## config.mk

```make
export PLATFORM = sky130hd
export DESIGN_NAME = issue_ctrl
export DESIGN_NICKNAME = d
export VERILOG_FILES = /design/src/rtl/issue_ctrl_pkg.sv /design/src/rtl/issue_timeout_ctr.sv /design/src/rtl/issue_ctrl.sv
export SDC_FILE = /design/constraint.sdc
export NUM_CORES = 1
export LEC_CHECK = 0
export ABC_AREA = 1
export BUFFER_PORTS_ARGS = -buffer_cell sky130_fd_sc_hd__buf_4
export CAP_MARGIN = 0
export CORE_ASPECT_RATIO = 0.8
export CORE_MARGIN = 2
export CORE_UTILIZATION = 44
export DETAILED_ROUTE_END_ITERATION = 8
export GPL_ROUTABILITY_DRIVEN = 0
export GPL_TIMING_DRIVEN = 1
export PLACE_DENSITY = 0.86
export SLEW_MARGIN = 20
export SYNTH_ARGS = -nofsm -noshare
export SYNTH_HDL_FRONTEND = slang
export SYNTH_SLANG_ARGS = --single-unit
```

## constraint.sdc

```tcl
create_clock -name clk -period 1.7 [get_ports clk]
set_input_delay 0 -clock clk [delete_from_list [all_inputs] [get_ports clk]]
set_output_delay 0 -clock clk [all_outputs]
set_load 0.005 [all_outputs]
```

## src/rtl/issue_ctrl_pkg.sv

```systemverilog
// Shared definitions for the issue controller: the decoded opcode set,
// the controller state and unit-select encodings, default timing limits,
// and the opcode-to-unit routing function.
package issue_ctrl_pkg;

  // Decoded operation. Codes 4'hA..4'hF are undefined and are routed to the ALU.
  typedef enum logic [3:0] {
    OP_NOP   = 4'h0,
    OP_ADD   = 4'h1,
    OP_SUB   = 4'h2,
    OP_MUL   = 4'h3,
    OP_SF1   = 4'h4,
    OP_SF2   = 4'h5,
    OP_SF3   = 4'h6,
    OP_SF4   = 4'h7,
    OP_LOAD  = 4'h8,
    OP_STORE = 4'h9
  } opcode;

  typedef enum logic [1:0] {
    IDLE     = 2'd0,
    WAIT_END = 2'd1,
    DRAIN    = 2'd2,
    RESP     = 2'd3
  } issue_state_t;

  typedef enum logic [1:0] {
    U_ALU   = 2'd0,
    U_LOAD  = 2'd1,
    U_STORE = 2'd2
  } unit_sel_t;

  localparam int ISSUE_TIMEOUT   = 64;
  localparam int ISSUE_DRAIN_MAX = 3;

  // LOAD and STORE have dedicated units; everything else (NOP and
  // undefined codes included) goes to the ALU.
  function automatic unit_sel_t unit_of(input opcode op);
    case (op)
      OP_LOAD:  return U_LOAD;
      OP_STORE: return U_STORE;
      default:  return U_ALU;
    endcase
  endfunction

endpackage

```

## src/rtl/issue_timeout_ctr.sv

```systemverilog
// Clearable up-counter with a terminal-count flag.
// Ports:
//   clk, rst  clock and asynchronous active-low reset
//   clr       synchronous clear to 0 (wins over en)
//   en        count enable; the counter holds once it reaches LIMIT-1
//   tc        high while the count equals LIMIT-1
module issue_timeout_ctr #(
  parameter int LIMIT = 64
) (
  input  logic clk,
  input  logic rst,
  input  logic clr,
  input  logic en,
  output logic tc
);

  localparam int            W    = (LIMIT > 1) ? $clog2(LIMIT) : 1;
  localparam logic [W-1:0]  LAST = W'(LIMIT - 1);

  logic [W-1:0] cnt;

  // NOTE: state registers use non-blocking assignments so every flop
  // samples the pre-edge value of every other flop.
  always_ff @(posedge clk or negedge rst) begin
    if (!rst) begin
      cnt <= '0;
    end else if (clr) begin
      cnt <= '0;
    end else if (en && !tc) begin
      // Saturating: the owner leaves the counting state at terminal count,
      // so the count never wraps.
      cnt <= cnt + 1'b1;
    end
  end

  assign tc = (cnt == LAST);

endmodule

```

## src/rtl/issue_ctrl.sv

```systemverilog
// Per-core instruction issue controller. Accepts one decoded instruction,
// routes it to the ALU, load or store unit, holds that unit's start until
// its end is seen, drains the stale end flag, then presents the result on
// a valid/ready response port. A timeout aborts units that never finish.
// Ports:
//   clk, rst                      clock, asynchronous active-low reset
//   instr_valid/instr_ready       instruction handshake (ready only in IDLE)
//   instr_op/a/b/addr             decoded instruction
//   alu_op/a/b, start/end/result  ALU interface (operands held between ops)
//   ld_addr, start/end/result     load unit interface
//   st_addr, st_data, start/end   store unit interface (st_data = operand a)
//   rsp_valid/rsp_ready           response handshake
//   rsp_data/op/err               response payload
//   busy                          high whenever the controller is not IDLE
module issue_ctrl
  import issue_ctrl_pkg::*;
#(
  parameter int TIMEOUT_CYCLES = ISSUE_TIMEOUT,
  parameter int DRAIN_MAX      = ISSUE_DRAIN_MAX
) (
  input  logic        clk,
  input  logic        rst,
  input  logic        instr_valid,
  output logic        instr_ready,
  input  opcode       instr_op,
  input  logic [7:0]  instr_a,
  input  logic [7:0]  instr_b,
  input  logic [11:0] instr_addr,
  output opcode       alu_op,
  output logic [7:0]  alu_a,
  output logic [7:0]  alu_b,
  output logic        start_alu,
  input  logic        end_alu,
  input  logic [15:0] result_alu,
  output logic [11:0] ld_addr,
  output logic        start_load,
  input  logic        end_load,
  input  logic [15:0] result_load,
  output logic [11:0] st_addr,
  output logic [7:0]  st_data,
  output logic        start_store,
  input  logic        end_store,
  output logic        rsp_valid,
  input  logic        rsp_ready,
  output logic [15:0] rsp_data,
  output opcode       rsp_op,
  output logic        rsp_err,
  output logic        busy
);

  issue_state_t state, state_nxt;
  unit_sel_t    sel;
  unit_sel_t    new_sel;
  opcode        op_q;

  logic        accept;
  logic        cap_ok;
  logic        cap_to;
  logic        to_clr, to_en, to_tc;
  logic        dr_clr, dr_en, dr_tc;
  logic        end_sel;
  logic [15:0] result_sel;

  assign new_sel = unit_of(instr_op);

  // End/result of the unit latched at accept time.
  always_comb begin
    end_sel    = 1'b0;
    result_sel = 16'h0000;
    case (sel)
      U_ALU:   begin end_sel = end_alu;   result_sel = result_alu;  end
      U_LOAD:  begin end_sel = end_load;  result_sel = result_load; end
      U_STORE: begin end_sel = end_store; result_sel = 16'h0000;    end
      default: begin end_sel = 1'b0;      result_sel = 16'h0000;    end
    endcase
  end

  issue_timeout_ctr #(.LIMIT(TIMEOUT_CYCLES)) u_timeout (
    .clk (clk),
    .rst (rst),
    .clr (to_clr),
    .en  (to_en),
    .tc  (to_tc)
  );

  issue_timeout_ctr #(.LIMIT(DRAIN_MAX)) u_drain (
    .clk (clk),
    .rst (rst),
    .clr (dr_clr),
    .en  (dr_en),
    .tc  (dr_tc)
  );

  always_ff @(posedge clk or negedge rst) begin
    if (!rst) begin
      state <= IDLE;
    end else begin
      state <= state_nxt;
    end
  end

  // NOTE: every signal written here gets a default first, so no path
  // leaves one unassigned and no latch is inferred.
  always_comb begin
    state_nxt = state;
    accept    = 1'b0;
    cap_ok    = 1'b0;
    cap_to    = 1'b0;
    to_clr    = 1'b0;
    to_en     = 1'b0;
    dr_clr    = 1'b0;
    dr_en     = 1'b0;
    case (state)
      IDLE: begin
        if (instr_valid) begin
          accept    = 1'b1;
          to_clr    = 1'b1;
          state_nxt = WAIT_END;
        end
      end
      WAIT_END: begin
        // End seen on the terminal-count cycle still counts as success.
        if (end_sel) begin
          cap_ok    = 1'b1;
          dr_clr    = 1'b1;
          state_nxt = DRAIN;
        end else if (to_tc) begin
          cap_to    = 1'b1;
          state_nxt = RESP;
        end else begin
          to_en = 1'b1;
        end
      end
      DRAIN: begin
        // Absorbs the ALU's one-cycle stale end and the store unit's sticky
        // finish; leaving on the count limit is not an error.
        if (!end_sel || dr_tc) begin
          state_nxt = RESP;
        end else begin
          dr_en = 1'b1;
        end
      end
      RESP: begin
        if (rsp_ready) begin
          state_nxt = IDLE;
        end
      end
      default: state_nxt = IDLE;
    endcase
  end

  // NOTE: all operand and payload registers are reset, since the execution
  // units and the response consumer can observe them right after reset.
  always_ff @(posedge clk or negedge rst) begin
    if (!rst) begin
      sel      <= U_ALU;
      op_q     <= OP_NOP;
      alu_op   <= OP_NOP;
      alu_a    <= 8'h00;
      alu_b    <= 8'h00;
      ld_addr  <= 12'h000;
      st_addr  <= 12'h000;
      st_data  <= 8'h00;
      rsp_data <= 16'h0000;
      rsp_err  <= 1'b0;
    end else begin
      if (accept) begin
        op_q <= instr_op;
        sel  <= new_sel;
        // Only the selected unit's operands update; the others hold.
        case (new_sel)
          U_LOAD: ld_addr <= instr_addr;
          U_STORE: begin
            st_addr <= instr_addr;
            st_data <= instr_a;
          end
          default: begin
            alu_op <= instr_op;
            alu_a  <= instr_a;
            alu_b  <= instr_b;
          end
        endcase
      end
      if (cap_ok) begin
        rsp_data <= result_sel;
        rsp_err  <= 1'b0;
      end else if (cap_to) begin
        rsp_data <= 16'h0000;
        rsp_err  <= 1'b1;
      end
    end
  end

  // Starts decode straight from state so they drop asynchronously on reset.
  assign start_alu   = (state == WAIT_END) && (sel == U_ALU);
  assign start_load  = (state == WAIT_END) && (sel == U_LOAD);
  assign start_store = (state == WAIT_END) && (sel == U_STORE);

  assign instr_ready = (state == IDLE);
  assign busy        = (state != IDLE);
  assign rsp_valid   = (state == RESP);
  assign rsp_op      = op_q;

endmodule

```

# Word-level counts from Yosys, hierarchy flattened

Cells that the tools add are included.

Output and inout port bits: 79
Register bits: 85

Bitwise operators: 1
Reduce and logical (&&, ||, !) cells: 20
Equality and inequality tests: 15
Add/subtract/negate cells: 2
Muxes and demuxes: 29

Operators with widths:

| kind                                                                    | count |
|---|---|
| 16-bit 2-to-1 mux                                                       | 2 |
| 16-bit one-hot mux with 2 select lines                                  | 1 |
| 1-bit 2-to-1 mux                                                        | 14 |
| 2-bit 2-to-1 mux                                                        | 7 |
| 6-bit 2-to-1 mux                                                        | 2 |
| 2-bit == test, second input constant                                    | 5 |
| 4-bit == test, second input constant                                    | 2 |
| 2-bit one-hot mux with 4 select lines                                   | 1 |
| 2-bit nonzero test                                                      | 4 |
| 6-bit by 1-bit adder with 6-bit output, second input constant           | 1 |
| 2-bit by 1-bit == test with 1-bit output, second input constant         | 3 |
| 6-bit == test, second input constant                                    | 1 |
| 2-bit AND reduction                                                     | 3 |
| 1-bit logical AND                                                       | 5 |
| 2-bit zero test                                                         | 2 |
| 2-bit inequality test, second input constant                            | 2 |
| 2-bit one-hot mux with 2 select lines                                   | 1 |
| 4-bit AND reduction                                                     | 1 |
| 1-bit zero test                                                         | 3 |
| 3-bit by 2-bit inequality test with 1-bit output, second input constant | 1 |
| 1-bit one-hot mux with 3 select lines                                   | 1 |
| 2-bit by 1-bit adder with 2-bit output, second input constant           | 1 |
| 2-bit by 1-bit inequality test with 1-bit output, second input constant | 1 |
| 2-bit OR reduction                                                      | 1 |
| other kinds (2)                                                         | 2 |

# Logic depth before layout (Yosys ltp)

Depth in word-level cells: 9
Mapped depth: 10
Depth with buffers taken out: 9

# Modules after synthesis

Synthesis repeated with hierarchy kept, for this count alone.

Cells, all modules: 420
Area total of the unflattened synthesis: 3,856.2 µm²

By module, submodules not included:

| module                        | times used | cells each | area each (µm²) |
|---|---|---|---|
| issue_ctrl                    | 1          | 351        | 3,338.2 |
| issue_timeout_ctr (u_timeout) | 1          | 53         | 399.1 |
| issue_timeout_ctr (u_drain)   | 1          | 16         | 118.9 |

# Worst setup path after synthesis

OpenSTA, ideal clock, no wires.

Path kind: reg2reg
Start point: register state[0]
End point: register alu_b[2]
Path buffers: 2
Required time: 1,575 ps
Stages on the path, launching flop included: 8
Arrival time: 1,540 ps
Path slack: 35 ps
Setup time: 125 ps
Cell sequence: dfrtp_1 -> inv_1 -> ha_1 -> nand2_1 -> or2_1 -> buf_2 -> buf_6 -> mux2_4

Cells in the longest elaborated chain, start to end: 3

Ends and longest elaborated chain:

| item                          | RTL line          | source |
|---|---|---|
| start: declaration            | issue_ctrl.sv:51  | `issue_state_t state, state_nxt;` |
| start signal: assignment      | issue_ctrl.sv:98  | `state <= state_nxt;` |
| 2-bit zero test               | n/a               |  |
| named net instr_ready         | issue_ctrl.sv:24  | `output logic instr_ready,` |
| 1-bit 2-to-1 mux              | issue_ctrl.sv:113 | `case (state)` |
| 2-bit AND reduction (no line) | n/a               |  |
| end signal: assignment        | issue_ctrl.sv:180 | `alu_b <= instr_b;` |
| end: declaration              | issue_ctrl.sv:31  | `output logic [7:0] alu_b,` |

The timed path passes the listed nets, and every way through them passes these cells.
A chain may end at the register's enable or synchronous reset.

# Worst setup path in the final report

Start point: register state[1]
End point: register alu_b[2]

Cells in the longest elaborated chain, start to end: 3

Ends and longest elaborated chain:

| item                          | RTL line |
|---|---|
| 2-bit zero test               | issue_ctrl.sv:113 |
| 1-bit 2-to-1 mux              | issue_ctrl.sv:113 |
| 2-bit AND reduction (no line) | n/a |

Every way passes these cells.

==> key figures <==
Status
  • Status: finished clean

Floorplanning
  • Chip Width: 108 um
  • Die area: between 0.009 and 0.01 mm2
  • Die Height: around 87 um
  • Core box area: between 0.008 and 0.009 mm2
  • FP Rows: 30
  • Initial Utilization: ~45%
  • I/O pins: 150

Clock tree
  • Total CTS buffers: 9
  • Sink Count: 85
  • TritonCTS clock tree: built
  • H-tree depth: 3
  • Clock Path Buffers: 2
  • CTS Root Buffer Type: clkbuf_8
  • Clock Latency Late Sink: roughly 360 ps
  • Clk slew on worst S/H paths: about 90 ps

Timing
  • Post-layout min period: about 1700 ps
  • F_max: approximately 0.60 GHz
  • Setup_tns: 0 ps
  • Period utilization: 97.7%
  • Slew @ Worst Pin: about 630 ps
  • Hold Fails Final Rpt: 0
  • Final WS setup: 38.6 ps
  • Endpoints failing setup: 0
  • Final Max Slew Viols: 0
  • Clk_skew: slightly below 5 ps
  • Worst slew margin: around three fifths

Power and ir drop
  • Total Power: 8.45 mW
  • Sequential share of power: between 40% and 50%
  • Combinational cell fraction of total power: between 40% and 50%
  • Peak supply drop: approximately 0.82 mV
  • Cell Pwr Density: ~1400 mW/mm2
  • P_int: between 5 and 6 mW
  • Switch Pwr: a little under 3 mW
  • Switching share of power: a little over a third
  • Pleak: roughly 3.2 nW
  • Clock power frac: 17.7%

Routing
  • DRT Pass-1 Iters: 5
  • Total Routed Length: 10,900 um
  • Antenna Nets Post-Route: 0
  • Via count: approximately 3,700
  • Initial DRC Count: between 300 and 400
  • Wire per inst: 14.4 um
  • Vias per cell: 4.92
  • # DRC: 0

Setup path
  • Crit-path cells: inv_2 -> ha_2 -> nand2_1 -> or2_1 -> buf_12 -> mux2_4
  • CP Buf/Inv Count: 2
  • Crit-path max FO: 32
  • CP Capture Type: flip-flop
  • Crit path DAT: between 1500 and 2000 ps
  • Required time worst endpoint: about 1900 ps
  • Slowest stage cell, crit path: dfrtp_1
  • Type of the worst setup path: flip-flop to flip-flop
  • CP startpoint kind: flip-flop
  • Crit-path leading delay family: flip-flops
  • Worst path max stage delay: about 430 ps

Final layout
  • Synthesis-to-layout area growth: 55.3%
  • Net count, final: a little over 700
  • Most frequent cells in the layout: 161 x buf_4, 134 x nand2_1, 85 x dfrtp_1, 59 x dlygate4sd3_1, 50 x o21ai_0
  • Commonest non-fill, non-tap cell in the layout: buf_4
  • Fillers: approximately 630
  • N_diodes: 0
  • Layout cells sized above 1: between 30% and 40%
  • Design area: between 0.005 and 0.006 mm2
  • Final Util: between 70 and 80%

Place
  • Cell Area, Placed: between 0.005 and 0.006 mm2
  • IO buf count: approximately 150
  • Post-place setup slack: -26.1 ps
  • DP Wirelength: about 6900 um

Run
  • Max cap viols: 0

Yosys
  • Yosys warns: 0
  • Seq/Total Area, Yosys: between 50% and 60%
  • Synth unique cells: 27
  • Syn avg cell area: ~8.9 um2
  • #FFs+latches synth: 85
  • Cells after Synth: about 430
  • Cell Area, Synth: roughly 0.0038 mm2
  • Mapped Nets: 508

Global route
  • Grt ovf: 0
  • First-pass GRT wire length: 17,400 um
  • Global-route usage over all layers: around a quarter
  • Vias in the first global route: 3,746
  • Initial antenna violation count: 0
  • Largest net degree at the start of global routing: 51

Worst hold path
  • Hold Path Class: input pin to flip-flop
[kinds of logic after synthesis]
| logic type | Yosys count | share of synthesized area [%] |
|---|---|---|
| flops | 85 | 55.6 |
| simple gates | 207 | 23.6 |
| xor+xnor | 4 | 0.915 |
| compound gates | 55 | 7.62 |
| fa+ha+maj | 9 | 2.94 |
| mux | 8 | 2.94 |
| buf+inv | 60 | 6.41 |
[cell type report]
class	count	area, um2	share of cell area (%)
Inverter	40	150	2.53
Clock buffer	9	124	2.08
Timing Repair Buffer	223	1860	31.3
Multi-Input combinational cell	283	1460	24.6
Clock inverter	7	82.6	1.39
Sequential cell	85	2130	35.8
Tap cell	112	140	2.36
[metrics by stage]
stage               instances  hold WS [ps]
finish                    759          17.4
floorplan                 428          -296
global placement          682          49.1
CTS                       757          4.46
global route              759          5.81
detailed placement        682          64.1
[tightest hold or removal path, stage by stage]
cell and delay [ps]:
buf_4 80, nand3_1 70, nand2_1 70, nand2_1 50, nand2_1 70
[path summary, 6_finish.rpt]
path                                 start      endpoint  slack, ps  cells after the start
min in group asynchronous              rst    st_addr[4]        190                      2
max in group asynchronous              rst      alu_b[2]        870                      3
setup reg to reg                  state[1]      alu_b[2]         40                      6
hold / removal             result_load[15]  rsp_data[15]         20                      5
setup / recovery                  state[1]      alu_b[2]         40                      6
hold reg to reg                rsp_data[1]   rsp_data[1]        490                      2
[flip-flops by register name, summed over array words and instances (netlist names), 4 cells and up]
| register | count |
|---|---|
| alu_op | 4 |
| rsp_data | 16 |
| alu_b | 8 |
| u_timeout.cnt | 6 |
| st_data | 8 |
| st_addr | 12 |
| alu_a | 8 |
| ld_addr | 12 |
| rsp_op | 4 |
[routing by layer]
layer	part of all wire [%]	vias up	GRT usage, %	routed length, um
met1	40	1756	28.2	4350
met3	6.5	23	6.43	712
met4	2.0	0	6.06	216
li1	-	1797	-	-
met5	0	-	0	0
met2	52	161	42.3	5660
[power by group through the flow]
stage | Sequential, mW | Combinational, mW | Clock [mW]
after floorplan | 3.43 | 1.46 | 0
after global placement | 3.40 | 3.21 | 0
after detailed placement | 3.42 | 3.37 | 0
after CTS | 3.41 | 3.48 | 1.53
after global routing | 3.53 | 3.96 | 1.62
final | 3.42 | 3.54 | 1.49
[synthesized netlist by cell type]
| cell | number | area (um2) |
|---|---|---|
| a21oi_1 | 1 | 5.00 |
| o22ai_1 | 2 | 12.5 |
| mux2_2 | 2 | 22.5 |
| buf_2 | 4 | 20.0 |
| nor3_1 | 3 | 15.0 |
| ha_1 | 9 | 113 |
| inv_1 | 37 | 139 |
| buf_6 | 2 | 22.5 |
| nor2_1 | 9 | 33.8 |
| clkbuf_1 | 11 | 41.3 |
| nand2_1 | 134 | 503 |
| nand3_4 | 1 | 17.5 |
| nand4_1 | 2 | 12.5 |
| nand3_1 | 46 | 230 |
| buf_1 | 3 | 11.3 |
| o21ai_4 | 1 | 16.3 |
| nand2_2 | 2 | 12.5 |
| or2_1 | 1 | 6.26 |
| nand3_2 | 3 | 30.0 |
| inv_2 | 3 | 11.3 |
| mux2_4 | 6 | 90.1 |
| nand3b_1 | 4 | 30.0 |
| nor2_2 | 2 | 12.5 |
| dfrtp_1 | 85 | 2130 |
| o31ai_1 | 1 | 7.51 |
| o21ai_0 | 50 | 250 |
| xor2_1 | 4 | 35.0 |
[what timing repair did]
action,in CTS,in global routing
hold buffers,59,0
gates resized for setup,0,3
setup endpoints to repair,0,11
hold endpoints to repair,116,0
setup buffers,0,2
Note: power is estimated with default switching activity, not from simulation.
